File: src/rtl/io_uart_pkg.sv
// io_uart_tx shared definitions: register map, bit positions,
// transmit FSM states and the power-on baud divisor.
package io_uart_pkg;

  localparam logic [1:0] REG_DATA   = 2'd0;
  localparam logic [1:0] REG_STATUS = 2'd1;
  localparam logic [1:0] REG_BAUD   = 2'd2;
  localparam logic [1:0] REG_CTRL   = 2'd3;

  localparam int ST_BUSY  = 0;
  localparam int ST_FULL  = 1;
  localparam int ST_EMPTY = 2;
  localparam int ST_OVF   = 3;

  localparam int CT_EN    = 0;
  localparam int CT_FLUSH = 1;
  localparam int CT_CLR   = 2;
  localparam int CT_ODD   = 3;

  // 115200 baud at 50 MHz: bit period is divisor+1 clocks
  localparam logic [15:0] BAUD_RESET_DFLT = 16'd433;

  typedef enum logic [2:0] {
    S_IDLE,
    S_START,
    S_DATA,
    S_PARITY,
    S_STOP
  } tx_state_e;

endpackage

File: src/rtl/io_uart_fifo.sv
// io_uart_tx transmit queue: synchronous FIFO with
// one-cycle flush; push while full or during flush is ignored.
module io_uart_fifo #(
  parameter  int DEPTH = 8,
  parameter  int WIDTH = 8,
  localparam int AW    = $clog2(DEPTH),
  localparam int CW    = AW + 1
) (
  input  logic             clk,
  input  logic             rst_n,
  input  logic             push,
  input  logic             pop,
  input  logic             flush,
  input  logic [WIDTH-1:0] wdata,
  output logic [WIDTH-1:0] rdata,
  output logic             full,
  output logic             empty,
  output logic [CW-1:0]    count
);

  logic [WIDTH-1:0] mem [DEPTH];
  logic [AW-1:0]    wr_ptr;
  logic [AW-1:0]    rd_ptr;
  logic             do_push;
  logic             do_pop;

  assign full    = (count == CW'(DEPTH));
  assign empty   = (count == '0);
  assign do_push = push & ~full & ~flush;
  assign do_pop  = pop & ~empty & ~flush;
  assign rdata   = mem[rd_ptr];

  // pointer and occupancy bookkeeping; pointers wrap naturally
  always_ff @(posedge clk or negedge rst_n) begin
    if (!rst_n) begin
      wr_ptr <= '0;
      rd_ptr <= '0;
      count  <= '0;
    end else if (flush) begin
      wr_ptr <= '0;
      rd_ptr <= '0;
      count  <= '0;
    end else begin
      if (do_push) wr_ptr <= wr_ptr + AW'(1);
      if (do_pop)  rd_ptr <= rd_ptr + AW'(1);
      count <= count + CW'(do_push) - CW'(do_pop);
    end
  end

  // storage array, written only on an accepted push
  always_ff @(posedge clk) begin
    if (do_push) mem[wr_ptr] <= wdata;
  end

endmodule

File: src/rtl/io_uart_tx.sv
// io_uart_tx: I/O-bus UART transmitter, 8N1 with FIFO.
// Define IO_UART_TX_PARITY_EN to insert a parity bit (8E1/8O1).
module io_uart_tx
  import io_uart_pkg::*;
#(
  parameter int          FIFO_DEPTH = 8,
  parameter logic [15:0] BAUD_RESET = BAUD_RESET_DFLT
) (
  input  logic        CLK,
  input  logic        N_RST,
  input  logic        CS,
  input  logic [3:0]  IOA,
  input  logic [31:0] IOD,
  input  logic        IOE,
  output logic [31:0] IOQ,
  output logic        TXD,
  output logic        IRQ
);

  localparam int CW = $clog2(FIFO_DEPTH) + 1;

  logic [1:0]  addr;
  logic        wr;
  logic        push;
  logic        flush;
  logic        clr_ovf;
  logic        pop;
  logic [7:0]  head;
  logic        full;
  logic        empty;
  logic [CW-1:0] count;

  logic [15:0] baud_q;
  logic        en_q;
  logic        odd_q;
  logic        ovf_q;

  tx_state_e   state_q, state_d;
  logic [15:0] cnt_q, cnt_d;
  logic [2:0]  idx_q, idx_d;
  logic [7:0]  data_q, data_d;
  logic        txd;
  logic        tick;
  logic        unused;

  assign addr    = IOA[1:0];
  assign wr      = CS & IOE;
  assign push    = wr & (addr == REG_DATA);
  assign flush   = wr & (addr == REG_CTRL) & IOD[CT_FLUSH];
  assign clr_ovf = wr & (addr == REG_CTRL) & IOD[CT_CLR];
  assign unused  = ^{IOA[3:2], IOD[31:16]};

  io_uart_fifo #(
    .DEPTH (FIFO_DEPTH),
    .WIDTH (8)
  ) u_fifo (
    .clk   (CLK),
    .rst_n (N_RST),
    .push  (push),
    .pop   (pop),
    .flush (flush),
    .wdata (IOD[7:0]),
    .rdata (head),
    .full  (full),
    .empty (empty),
    .count (count)
  );

  // software-visible registers and sticky overflow
  always_ff @(posedge CLK or negedge N_RST) begin
    if (!N_RST) begin
      baud_q <= BAUD_RESET;
      en_q   <= 1'b0;
      odd_q  <= 1'b0;
      ovf_q  <= 1'b0;
    end else begin
      if (wr && addr == REG_BAUD) baud_q <= IOD[15:0];
      if (wr && addr == REG_CTRL) begin
        en_q  <= IOD[CT_EN];
        odd_q <= IOD[CT_ODD];
      end
      if (clr_ovf)                       ovf_q <= 1'b0;
      else if (push && full && !flush)   ovf_q <= 1'b1;
    end
  end

  // side-effect-free read mux
  always_comb begin
    IOQ = '0;
    case (addr)
      REG_STATUS: begin
        IOQ[ST_BUSY]  = (state_q != S_IDLE);
        IOQ[ST_FULL]  = full;
        IOQ[ST_EMPTY] = empty;
        IOQ[ST_OVF]   = ovf_q;
        IOQ[8:4]      = 5'(count);
      end
      REG_BAUD: IOQ[15:0] = baud_q;
      REG_CTRL: begin
        IOQ[CT_EN]  = en_q;
        IOQ[CT_ODD] = odd_q;
      end
      default: IOQ = '0;
    endcase
  end

  // transmit FSM and bit-timing registers
  always_ff @(posedge CLK or negedge N_RST) begin
    if (!N_RST) begin
      state_q <= S_IDLE;
      cnt_q   <= '0;
      idx_q   <= '0;
      data_q  <= '0;
    end else begin
      state_q <= state_d;
      cnt_q   <= cnt_d;
      idx_q   <= idx_d;
      data_q  <= data_d;
    end
  end

  assign tick = (cnt_q == '0);

  // next state, baud reload at each bit boundary, line level
  always_comb begin
    state_d = state_q;
    cnt_d   = tick ? baud_q : cnt_q - 16'd1;
    idx_d   = idx_q;
    data_d  = data_q;
    pop     = 1'b0;
    txd     = 1'b1;
    case (state_q)
      S_IDLE: begin
        cnt_d = cnt_q;
        if (en_q && !empty) begin
          pop     = 1'b1;
          data_d  = head;
          cnt_d   = baud_q;
          idx_d   = '0;
          state_d = S_START;
        end
      end
      S_START: begin
        txd = 1'b0;
        if (tick) state_d = S_DATA;
      end
      S_DATA: begin
        txd = data_q[idx_q];
        if (tick) begin
          if (idx_q == 3'd7) begin
`ifdef IO_UART_TX_PARITY_EN
            state_d = S_PARITY;
`else
            state_d = S_STOP;
`endif
          end else begin
            idx_d = idx_q + 3'd1;
          end
        end
      end
`ifdef IO_UART_TX_PARITY_EN
      S_PARITY: begin
        txd = ^data_q ^ odd_q;
        if (tick) state_d = S_STOP;
      end
`endif
      S_STOP: begin
        if (tick) state_d = S_IDLE;
      end
      default: state_d = S_IDLE;
    endcase
  end

  assign TXD = txd;
  assign IRQ = empty & (state_q == S_IDLE);

endmodule

File: config.mk
export PLATFORM = sky130hd
export DESIGN_NAME = io_uart_tx
export DESIGN_NICKNAME = d
export VERILOG_FILES = /design/src/rtl/io_uart_pkg.sv /design/src/rtl/io_uart_fifo.sv /design/src/rtl/io_uart_tx.sv
export SDC_FILE = /design/constraint.sdc
export NUM_CORES = 1
export LEC_CHECK = 0
export ABC_CLOCK_PERIOD_IN_PS = 3090
export BUFFER_PORTS_ARGS = -buffer_cell sky130_fd_sc_hd__buf_4
export CELL_PAD_IN_SITES_DETAIL_PLACEMENT = 2
export CELL_PAD_IN_SITES_GLOBAL_PLACEMENT = 2
export CORE_MARGIN = 8
export CORE_UTILIZATION = 40
export CTS_CLUSTER_DIAMETER = 60
export DETAILED_ROUTE_END_ITERATION = 8
export GPL_ROUTABILITY_DRIVEN = 1
export PLACE_DENSITY_LB_ADDON = 0.1
export SYNTH_ARGS = -nofsm -noshare
export SYNTH_HDL_FRONTEND = slang
export SYNTH_SLANG_ARGS = --single-unit
File: constraint.sdc
create_clock -name CLK -period 3.09 [get_ports CLK]
set_input_delay 0.1545 -clock CLK [delete_from_list [all_inputs] [get_ports CLK]]
set_output_delay 0.1545 -clock CLK [all_outputs]
set_load 0.005 [all_outputs]
==> metrics.md <==
| Metric | Value |
|---|---|
| Status | `finished clean` |
| Yosys reg bits | `123` |
| Power density over the cells | `783 nW/µm²` |
| Post-placement cell count | `677` |
| CTS Sinks | `~120` |
| Hold Path Class | `in -> reg` |
| Max clock buf depth | `2` |
| Slew Limit Fails | `0` |
| Worst Tran Pin Value | `0.904 ns` |
| Max Clk Rate | `365 MHz` |
| Worst reg2reg path depth | `11` |
| Warnings from Yosys | `0` |
| Global-route wire length before repair | `26800 µm` |
| Drc violations | `0` |
| Routed WL | `16600 µm` |
| Setup TNS | `0 ns` |
| Root Buffer | `clkbuf_16` |
| Syn avg cell area | `13.2 µm²` |
| Cells after synthesis | `456` |
| Min-delay src | `IOD[0]` |
| Worst reg2reg path endpoint | `u_fifo.count[2]` |
| Leakage | `2.81 nW` |
| I/O Buffers | `39` |
| Clk Latency, worst-skew pair | `0.42 ns` |
| Initial Utilization | `0.402` |
| Total GRT Usage | `0.180` |
| Worst reg-to-reg setup slack | `roughly 0.35 ns` |
| Post-synth EDFFs | `64` |
| Final nets | `580` |
| CTS tree | `yes` |
| WS Path Type | `reg -> reg` |
| Area after DPL | `6500 µm²` |
| Critical path arrival | `roughly 3.0 ns` |
| Hold violation count in the final report | `0` |
| Fraction of layout cells with a size suffix above 1 | `0.267` |
| Hold path depth | `1` |
| Std cell rows | `45` |
| DR vias | `slightly above 4000` |
| Final non-filler cell area | `7230 µm²` |
| Congestion Overflow GR | `0` |
| Final core occ | `0.483` |
| Post-route ant nets | `0` |
| RR Startpoint | `u_fifo.count[2]` |
| Max H-tree Level | `4` |
| Synth-to-Final Area Change | `20.1%` |
| Ys flop type | `edfxtp_1` |
| Final setup violation count | `0` |
| Slew headroom | `0.396` |
| CTS clk-pin slew, worst paths | `0.06 ns` |
| Total CTS buffers | `17` |
| Period Utilization, post-route | `0.886` |
| DR WL/cell | `23.0 µm` |
| Core Box Area | `15000 µm²` |
| Vias in the first global route | `4498` |
| Vias/cell | `5.62` |
| CP Data Required Time | `3.37 ns` |
| Die X | `~140 µm` |
| Final setup skew | `0.00865 ns` |
| DR iter-0 viols | `roughly 200` |
| Worst Setup End Kind | `flip-flop` |
| Hold EP | `u_fifo.mem[7][0]` |
| Pin count of the biggest net entering global routing | `60` |
| # diodes | `0` |
| Crit-path max FO | `6` |
| Fin crit period | `2.74 ns` |
| GPL Wtd Cong | `0.732` |
| Die Y-Extent | `139 µm` |
| Crit path launch type | `flip-flop` |
| Layout Cells excl Fill | `723` |
| Drt pass-1 iters | `4` |
| IO Count | `74` |
| Initial antenna violation count | `0` |
| VDD IR-drop max | `0.443 mV` |
| DPL Wire Length | `around 11000 µm` |
| Post-synthesis async set-or-reset flop share | `0.480` |
| Seq/Total Area, Yosys | `0.566` |
| RSZ-0062 raised after global routing | `no` |
| # resized after CTS | `0` |
| Die area | `19200 µm²` |
| Max_cap viols | `0` |
| Cell Area, Synth | `6020 µm²` |
| Synth cell types | `69` |
-- power by group --
| part | internal (mW) | switching (mW) | total [mW] |
|---|---|---|---|
| Combinational | 0.663 | 0.593 | 1.26 |
| Clock | 1.20 | 0.778 | 1.98 |
| Sequential | 2.03 | 0.401 | 2.43 |
| Total | 3.89 | 1.77 | 5.66 |
-- layout by cell type (no fill, tap or decap), drive strengths merged, types with 4 or more instances in the layout --
master	Yosys	layout
a211oi	4	4
a21oi	10	10
a22oi	6	6
a31oi	5	5
and2	8	8
buf	31	58
clkbuf	9	17
clkinv	0	5
conb	1	16
dfrtp	54	54
dfstp	5	5
dlygate4sd3	0	14
edfxtp	64	64
ha	17	17
inv	20	26
mux2	17	17
mux2i	9	9
mux4	18	18
nand2	27	27
nand3	12	12
nand4	8	8
nor2	23	23
nor2b	9	9
nor3	10	10
nor3b	5	5
nor4	7	7
o211ai	5	5
o21ai	14	14
o221ai	6	6
or3	4	4
xnor2	4	4
-- sequential cells by signal, indices dropped and copies added, names as in the netlist --
signal         count
u_fifo.mem        64
baud_q            16
cnt_q             16
data_q             8
u_fifo.count       4
idx_q              3
state_q            3
u_fifo.rd_ptr      3
u_fifo.wr_ptr      3
en_q               1
odd_q              1
ovf_q              1
-- what timing repair did --
item,CTS,global route
hold buffers,14,0
setup buffers,0,0
hold endpoints to repair,102,0
-- synth_stat cells (4+ instances only) --
cell      count  area share
dfstp_2       5       0.022
o211ai_1      5      0.0062
and2_1        8      0.0083
mux2i_1       9       0.015
a22oi_1       5      0.0062
nor4_1        4      0.0042
nand2_1      27       0.017
inv_1        20       0.012
dfrtp_1      54        0.22
o21ai_0      10      0.0083
o221ai_1      6      0.0087
nor2_1       22       0.014
edfxtp_1     64        0.32
a21oi_1       9      0.0075
xnor2_1       4      0.0058
nor3_1        9      0.0075
mux2_2       17       0.032
nand3_1      12       0.010
nor2b_1       9      0.0094
buf_4        20       0.025
ha_1         17       0.035
nand4_1       8      0.0083
mux4_2       18       0.067
clkbuf_1      9      0.0056
buf_2         8      0.0067
a31oi_1       5      0.0052
or3_1         4      0.0042
nor3b_1       5      0.0062
-- metal layers --
| metal | track usage | wire length [µm] | vias up |
|---|---|---|---|
| li1 | - | - | 1829 |
| met1 | 0.234 | 7450 | 2140 |
| met4 | 0.0410 | 129 | 0 |
| met2 | 0.296 | 8280 | 81 |
| met5 | 0 | 0 | - |
| met3 | 0.0468 | 743 | 11 |
-- cells by family (layout without fill, tap and decap cells) --
group / count (synthesis) / after routing / synth area share
and+or+nand+nor: 132 / 132 / 0.126
DFF: 123 / 123 / 0.566
AOI/OAI and AO/OA: 72 / 72 / 0.0932
buffers and inverters: 60 / 124 / 0.0528
muxes: 44 / 44 / 0.114
adders and majority gates: 18 / 18 / 0.0387
xor gates and xnor gates: 6 / 6 / 0.00873
other: 1 / 16 / 0.000623
-- area by class of cell --
class | count | area, µm²
fill | 1441 | 7750
sequential | 123 | 3400
multi-input combinational | 288 | 2350
timing repair buffer | 72 | 576
clock buffer | 17 | 425
tap | 188 | 235
clock inverter | 15 | 161
inverter | 20 | 75.1
-- metrics by stage --
step           hold WS (ns)  power (mW)  worst slack, ns
2_1_floorplan        -0.141        3.26            0.368
3_3_place_gp          0.301        3.60            0.449
3_5_place_dp          0.297        3.69            0.344
4_1_cts             0.00797        5.73            0.319
5_1_grt              0.0108        5.96            0.149
6_report             0.0245        5.66            0.353
-- worst max-delay path by stage --
stage	from	to	slack (ns)	depth (start not counted)
2_1_floorplan	u_fifo.count[2]	u_fifo.count[2]	0.37	13
3_3_place_gp	u_fifo.count[2]	u_fifo.count[2]	0.45	11
3_5_place_dp	u_fifo.count[2]	u_fifo.count[2]	0.34	11
4_1_cts	u_fifo.count[2]	u_fifo.count[2]	0.32	11
5_1_grt	u_fifo.count[2]	u_fifo.count[2]	0.15	11
6_report	u_fifo.count[2]	u_fifo.count[2]	0.35	11
-- critical path: stages, from the launching register on --
cell	delay (ns)
dfrtp_1	0.38
inv_1	0.10
ha_1	0.17
or3b_1	0.52
nand3_1	0.19
nor2_1	0.07
ha_1	0.31
inv_1	0.04
ha_1	0.21
fa_1	0.39
xnor2_1	0.16
nor2_1	0.05
No activity file was read; power rests on OpenSTA's default activity.
